==> src/rtl/eth_fcs_pkg.sv <==
// Shared constants, state encoding and bit-serial CRC-32 step for the FCS engine.
// Purely declarative; no clocked logic and no flow control here.
package eth_fcs_pkg;

    localparam logic [31:0] CRC32_POLY    = 32'hEDB88320;
    localparam logic [31:0] CRC32_INIT    = 32'hFFFFFFFF;
    localparam logic [31:0] CRC32_RESIDUE = 32'hDEBB20E3;

    typedef enum logic [1:0] {
        IDLE = 2'd0,
        DATA = 2'd1,
        FCS  = 2'd2
    } fcs_state_t;

    // Advances the reflected CRC by nbits wire bits taken LSB-first from data.
    function automatic logic [31:0] crc32_step(input logic [31:0] crc,
                                               input logic [31:0] data,
                                               input int          nbits);
        logic [31:0] c;
        logic        fb;
        c = crc;
        for (int i = 0; i < 32; i++) begin
            if (i < nbits) begin
                fb = c[0] ^ data[i];
                c  = (c >> 1) ^ (fb ? CRC32_POLY : 32'h0);
            end
        end
        return c;
    endfunction

endpackage

==> src/rtl/eth_crc32_step.sv <==
// Combinational CRC-32 update over one DATA_W-bit beat (LSB = first wire bit).
// Zero latency; no flow control.
module eth_crc32_step
    import eth_fcs_pkg::*;
#(
    parameter int DATA_W = 2
) (
    input  logic [31:0]       crc_in,
    input  logic [DATA_W-1:0] data,
    output logic [31:0]       crc_out
);

    logic [31:0] data_pad;

    assign data_pad = 32'(data);
    assign crc_out  = crc32_step(crc_in, data_pad, DATA_W);

endmodule

==> src/rtl/eth_fcs_engine.sv <==
// Ethernet FCS generate/check on a DATA_W-bit stream; one-deep registered output, 1-cycle latency.
// s_ready follows the output register and drops while GEN-mode FCS beats are emitted.
module eth_fcs_engine
    import eth_fcs_pkg::*;
#(
    parameter int DATA_W = 2
) (
    input  logic              clk,
    input  logic              rst,
    input  logic              mode_check,
    input  logic [DATA_W-1:0] s_data,
    input  logic              s_valid,
    input  logic              s_last,
    output logic              s_ready,
    output logic [DATA_W-1:0] m_data,
    output logic              m_valid,
    output logic              m_last,
    input  logic              m_ready,
    output logic [31:0]       fcs_value,
    output logic              fcs_done,
    output logic              fcs_ok
);

    localparam int                FCS_BEATS = 32 / DATA_W;
    localparam int                CNT_W     = $clog2(FCS_BEATS);
    localparam logic [CNT_W-1:0]  LAST_BEAT = CNT_W'(FCS_BEATS - 1);

    generate
        if (DATA_W != 1 && DATA_W != 2 && DATA_W != 4 && DATA_W != 8) begin : g_bad_width
            $error("eth_fcs_engine: DATA_W must be 1, 2, 4 or 8");
        end
    endgenerate

    fcs_state_t        state_q;
    fcs_state_t        state_d;
    logic              mode_q;
    logic              mode_eff;
    logic              out_free;
    logic              acc;
    logic              fcs_load;
    logic              fcs_final;
    logic [31:0]       crc_q;
    logic [31:0]       crc_next;
    logic [31:0]       fcs_sr;
    logic [CNT_W-1:0]  beat_cnt;

    eth_crc32_step #(.DATA_W(DATA_W)) u_step (
        .crc_in  (crc_q),
        .data    (s_data),
        .crc_out (crc_next)
    );

    always_ff @(posedge clk or posedge rst) begin
        if (rst) begin
            state_q <= IDLE;
        end else begin
            state_q <= state_d;
        end
    end

    always_comb begin
        state_d = state_q;
        unique case (state_q)
            IDLE: begin
                if (acc) begin
                    if (s_last) begin
                        state_d = mode_check ? IDLE : FCS;
                    end else begin
                        state_d = DATA;
                    end
                end
            end
            DATA: begin
                if (acc && s_last) begin
                    state_d = mode_q ? IDLE : FCS;
                end
            end
            FCS: begin
                if (fcs_final) begin
                    state_d = IDLE;
                end
            end
            default: state_d = IDLE;
        endcase
    end

    // The mode of an open frame is frozen; only a frame's first beat looks at mode_check.
    always_comb begin
        out_free  = !m_valid || m_ready;
        s_ready   = (state_q != FCS) && out_free;
        acc       = s_valid && s_ready;
        fcs_load  = (state_q == FCS) && out_free;
        fcs_final = fcs_load && (beat_cnt == LAST_BEAT);
        mode_eff  = (state_q == IDLE) ? mode_check : mode_q;
    end

    always_ff @(posedge clk or posedge rst) begin
        if (rst) begin
            crc_q     <= CRC32_INIT;
            mode_q    <= 1'b0;
            fcs_sr    <= '0;
            beat_cnt  <= '0;
            m_data    <= '0;
            m_valid   <= 1'b0;
            m_last    <= 1'b0;
            fcs_value <= '0;
            fcs_done  <= 1'b0;
            fcs_ok    <= 1'b0;
        end else begin
            fcs_done <= 1'b0;
            if (acc) begin
                m_data  <= s_data;
                m_valid <= 1'b1;
                m_last  <= s_last && mode_eff;
                if (state_q == IDLE) begin
                    mode_q <= mode_check;
                end
                if (s_last) begin
                    crc_q     <= CRC32_INIT;
                    fcs_value <= ~crc_next;
                    if (mode_eff) begin
                        fcs_ok   <= (crc_next == CRC32_RESIDUE);
                        fcs_done <= 1'b1;
                    end else begin
                        fcs_sr   <= ~crc_next;
                        beat_cnt <= '0;
                    end
                end else begin
                    crc_q <= crc_next;
                end
            end else if (fcs_load) begin
                // FCS leaves least-significant beat first, matching wire order.
                m_data   <= fcs_sr[DATA_W-1:0];
                m_valid  <= 1'b1;
                m_last   <= fcs_final;
                fcs_sr   <= fcs_sr >> DATA_W;
                beat_cnt <= beat_cnt + 1'b1;
                if (fcs_final) begin
                    fcs_done <= 1'b1;
                    fcs_ok   <= 1'b1;
                end
            end else if (m_ready) begin
                m_valid <= 1'b0;
                m_last  <= 1'b0;
            end
        end
    end

endmodule

==> config.mk <==
export PLATFORM = sky130hd
export DESIGN_NAME = eth_fcs_engine
export DESIGN_NICKNAME = d
export VERILOG_FILES = /design/src/rtl/eth_fcs_pkg.sv /design/src/rtl/eth_crc32_step.sv /design/src/rtl/eth_fcs_engine.sv
export SDC_FILE = /design/constraint.sdc
export NUM_CORES = 1
export LEC_CHECK = 0
export ABC_AREA = 1
export CAP_MARGIN = 20
export CORE_MARGIN = 2
export CORE_UTILIZATION = 51
export CTS_CLUSTER_SIZE = 28
export DETAILED_ROUTE_END_ITERATION = 16
export PLACE_DENSITY_LB_ADDON = 0.25
export SLEW_MARGIN = 15
export SYNTH_ARGS = -nofsm -noshare
export SYNTH_HDL_FRONTEND = slang
export SYNTH_SLANG_ARGS = --single-unit
export TNS_END_PERCENT = 100
==> constraint.sdc <==
create_clock -name clk -period 4.3 [get_ports clk]
set_input_delay 1.29 -clock clk [delete_from_list [all_inputs] [get_ports clk]]
set_output_delay 1.29 -clock clk [all_outputs]
set_load 0.01 [all_outputs]
After elaboration in Yosys (flattened, before gate mapping)
Index checks and enable logic that the tools add are counted.
{"block": "classes", "n_addsub": 1, "reduce_logical": 16, "n_eq_ne": 11, "div": 0, "shift": 0, "n_mux": 36, "bitwise_logic": 5, "n_lt_le_gt_ge": 0, "n_mul": 0}
{"cell": "2-to-1 mux 32 bit", "n": 7}
{"cell": "bitwise XOR 31 x 32 -> 32 bit", "n": 2}
{"cell": "== test 32 bit (second input constant)", "n": 1}
{"cell": "inverter 32 bit", "n": 1}
{"cell": "2-to-1 mux 1 bit", "n": 16}
{"cell": "2-to-1 mux 2 bit", "n": 8}
{"cell": "2-to-1 mux 4 bit", "n": 4}
{"cell": "!= test 2 bit (second input constant)", "n": 7}
{"cell": "logical AND 1 bit", "n": 6}
{"cell": "one-hot mux 2 bit (3 select lines)", "n": 1}
{"cell": "AND reduction 3 bit", "n": 2}
{"cell": "adder 4 x 1 -> 4 bit (second input constant)", "n": 1}
{"cell": "== test 4 bit (second input constant)", "n": 1}
{"cell": "AND reduction 4 bit", "n": 1}
{"cell": "nonzero test 2 bit", "n": 2}
{"cell": "nonzero test 3 bit", "n": 1}
{"cell": "== test 2 x 1 -> 1 bit (second input constant)", "n": 1}
{"cell": "== test 2 bit (second input constant)", "n": 1}
{"cell": "logical NOT 2 bit", "n": 1}
{"cell": "AND reduction 2 bit", "n": 1}
{"cell": "bitwise XOR 1 bit", "n": 2}
{"cell": "logical NOT 1 bit", "n": 1}
{"cell": "logical OR 1 bit", "n": 1}
{"block": "word_totals", "latchBits": 0, "output_inout_bits": 39, "word_cells": 80, "mem_bits_ro": 0, "ff_bits": 109, "ramBits": 0, "mem_count": 0, "inputBits": 8}

Logic depth before layout (Yosys ltp)
{"block": "logic_depth", "word_depth": 10, "mapped_depth": 13, "depth_no_buf": 12}

Cells and area by module
A second synthesis with hierarchy kept.
{"block": "hier_totals", "hier_cells": 650, "hier_area_um2": 5221.3}
{"mod": "eth_fcs_engine", "area_per_inst_um2": 4775.8, "n_inst": 1, "cells_per_inst": 573, "seq_area_each_um2": 2767.7}
{"mod": "eth_crc32_step", "area_per_inst_um2": 445.4, "n_inst": 1, "cells_per_inst": 77, "seq_area_each_um2": 0.0}

Worst setup path after synthesis
Ideal clock, no wire load.
{"block": "synth_path", "path_type": "input-to-output", "startpoint": "input m_ready", "endpoint": "output s_ready", "arrival_ns": 1.609, "setup_slack_ns": 1.401, "n_path_buf": 0, "required_time_ns": 3.010, "path_stages": 4, "cell_sequence": "inv_1 > nand2_1 > nand2_4 > inv_1"}
{"block": "synth_between", "elab_chain_len": 2}
{"item": "from (decl)", "line": "eth_fcs_engine.sv:18", "text": "input logic m_ready,"}
{"item": "logical OR 1 bit", "line": "eth_fcs_engine.sv:89", "text": "out_free = !m_valid || m_ready;"}
{"item": "logical AND 1 bit", "line": "eth_fcs_engine.sv:90", "text": "s_ready = (state_q != FCS) && out_free;"}
{"item": "to (decl)", "line": "eth_fcs_engine.sv:14", "text": "output logic s_ready,"}
No other way between the ends.

Worst setup path in the final report
Ends and elaborated chain as after synthesis.

==> out/qor.csv <==
stage,metric,value,unit
run_status,status,"complete, no violations",
worst_setup_path,WP data arrival,2600,ps
timing,Worst Slack Setup Final,409,ps
cts,Hold Buf Count CTS,0,
cts,CTS root buf,clkbuf_8,
min_path,worst hold stages,2,
routing,WL/cell,15.7,um
place,"worst slack, placed",408,ps
routing,remaining antenna violation count,0,
timing,RSZ-0062 raised after global routing,no,
synth,syn avg cell area,8.49,um2
floorplan,Die H,102,um
power_and_ir_drop,worst vdd rail ir drop,0.232,mV
cells_and_area,layout cells sized above 1,0.108,
global_routing,pin count of the biggest net entering global routing,74,
routing,Initial DRC Count,265,
synth,synthesized cell area,4920,um2
synth,Synth cell types,33,
synth,sequential area share after synthesis,0.563,
floorplan,core area,9280,um2
min_path,Hold Path End,crc_q[30],
worst_setup_path,crit end category,output pin,
power_and_ir_drop,Pwr Total,0.00427,W
timing,Final min period,3890,ps
timing,hold slack,481,ps
routing,vias per cell,5.50,
synth,Synth area leaders,"dfrtp_1 (39%), dfstp_2 (17%), nand2_1 (13%), o21ai_0 (5.7%), nor2_1 (4.0%)",
min_path,min-delay src,crc_q[30],
floorplan,starting density of the core,0.530,
floorplan,number of I/O pins,47,
global_routing,initial antenna violation count,0,
cts,postcts setup bufs,0,
synth,area fraction of the dominant cell type after synthesis,0.392,
min_path,worst hold path class,register to register,
worst_setup_path,Crit Path Category,primary input to output pin,
synth,cell with the most instances after synthesis,nand2_1,
worst_setup_path,FF-to-FF Start,crc_q[1],
place,count of buffers from port buffering,46,
routing,# DRC,0,
cts,Clock Pin Slew Worst Setup and Hold Paths,100,ps
timing,final setup fails,0,
global_routing,global-route wire length before repair,18.9,mm
run,# Max-Cap Violations,0,
floorplan,Die W,102,um
timing,Final Cycle Share,0.905,
synth,Yosys top cell by area,dfrtp_1,
worst_setup_path,worst reg2reg setup slack,2100,ps
cts,CTS Sinks,109,
floorplan,full die area,10400,um2
cts,CTS Buf Count,9,
synth,Syn Nets,588,
place,HPWL after DPL,7.91,mm
cts,clock tree from TritonCTS,done,
floorplan,Row Count,35,
worst_setup_path,CP Launch Type,primary input,
cells_and_area,Syn-to-layout area delta,14.9,%
synth,"EDFF count, synth",0,
cts,Worst-Skew Late Latency,370,ps
global_routing,Tot GR Track Use,0.238,
cells_and_area,fin nets,622,
timing,Fin Setup TNS,0,ps
synth,Synth Warn #,0,
power_and_ir_drop,PwrDens,755,nW/um2
cts,CTS max path bufs,2,
timing,relative slew slack,0.539,
worst_setup_path,critical path peak fanout,2,
cts,CTS resizes,0,
routing,WL final,11.7,mm
synth,"Top FF cell, synth",dfrtp_1,
place,routability cong.,0.896,
cts,H-tree lvl count,3,
timing,Pins Over Slew Limit,0,
synth,Post-Synthesis Cells,579,
synth,Commonest cells post-synth,"nand2_1 (170), dfrtp_1 (77), o21ai_0 (56)",
routing,via count,4112,
synth,Synth Register Bits,109,
global_routing,vias in the first global route,3757,
timing,Final Hold Viols,0,
power_and_ir_drop,Lkg Pwr,2.70,nW
synth,ys async rst share,1.00,
timing,Setup Skew,12.4,ps
cells_and_area,antenna cells,0,
worst_setup_path,WP data required,3010,ps
routing,DR pass1 iterations,5,
worst_setup_path,RR Endpoint,fcs_ok,
global_routing,GRT overflow,0,
timing,Least-Margin Pin Slew,691,ps
worst_setup_path,cells on worst reg2reg path,10,
timing,fmax,257,MHz
[power breakdown]
group | internal, W | switching [W]
clock | 0.000287 | 0.000356
combinational | 0.000716 | 0.00103
sequential | 0.00159 | 0.000293
total | 0.00259 | 0.00167
[logic make-up (layout without fill, tap and decap cells)]
group	Yosys count	count (layout)	synth area share
buf+inv	87	126	0.0753
xor+xnor	5	5	0.00890
fa+ha+maj	1	1	0.00254
flops	109	109	0.563
simple gates	252	252	0.206
compound gates	125	125	0.145
[final cells by class]
| class | instances | area, um2 |
|---|---|---|
| clock buffers | 11 | 141 |
| multi-input cells | 383 | 1780 |
| repair buffers | 53 | 526 |
| clock inverters | 5 | 58.8 |
| inverters | 57 | 216 |
| well taps | 129 | 161 |
| fillers | 794 | 3630 |
| flip-flops and latches | 109 | 2770 |
[placed cells by master, fill, tap and decap left out, types with 3 or more instances in the layout]
cell             count
a21oi_1             27
inv_1               51
o21ai_0             56
dfstp_2             32
nand3_1             16
xor2_1               5
o31ai_1              3
nor2_1              53
nor3_1               4
dfrtp_1             77
o21ai_1              5
a2bb2oi_1            5
clkbuf_8            10
a22oi_1             10
nand2_2              4
inv_2                4
buf_4                6
nand2_1            170
clkdlybuf4s50_1     46
a31oi_1             14
[through the flow]
stage                util  area [um2]  instances
finish              0.609        5650        747
detailed placement  0.587        5450        731
floorplan               -        4920        579
CTS                 0.609        5650        747
global route        0.609        5650        747
global placement    0.587        5450        731
[per-layer routing]
layer / up-vias / global-route usage / share of wire
li1: 1932 / - / -
met1: 1956 / 0.351 / 0.46
met2: 191 / 0.353 / 0.45
met3: 33 / 0.0410 / 0.069
met4: 0 / 0.0923 / 0.027
met5: - / 0 / 0
[registers in the layout, summed over array words and instances (netlist names)]
signal	flops
fcs_sr	32
fcs_value	32
state_q	2
fcs_done	1
crc_q	32
m_last	1
mode_q	1
fcs_ok	1
m_data	2
beat_cnt	4
m_valid	1
[critical path: stages]
cell and delay, ps:
clkdlybuf4s50_1 460, inv_1 50, nand2_1 110, nand2_4 80, inv_1 70, clkdlybuf4s50_1 540
[worst max path at each step]
stage,end,slack (ps),cells after the start,startpoint
final,s_ready,410,6,m_ready
after global routing,s_ready,350,6,m_ready
after CTS,s_ready,410,6,m_ready
after detailed placement,s_ready,410,6,m_ready
after global placement,s_ready,430,6,m_ready
after floorplan,beat_cnt[0],190,1,rst
Note: power is estimated with default switching activity, not from simulation.
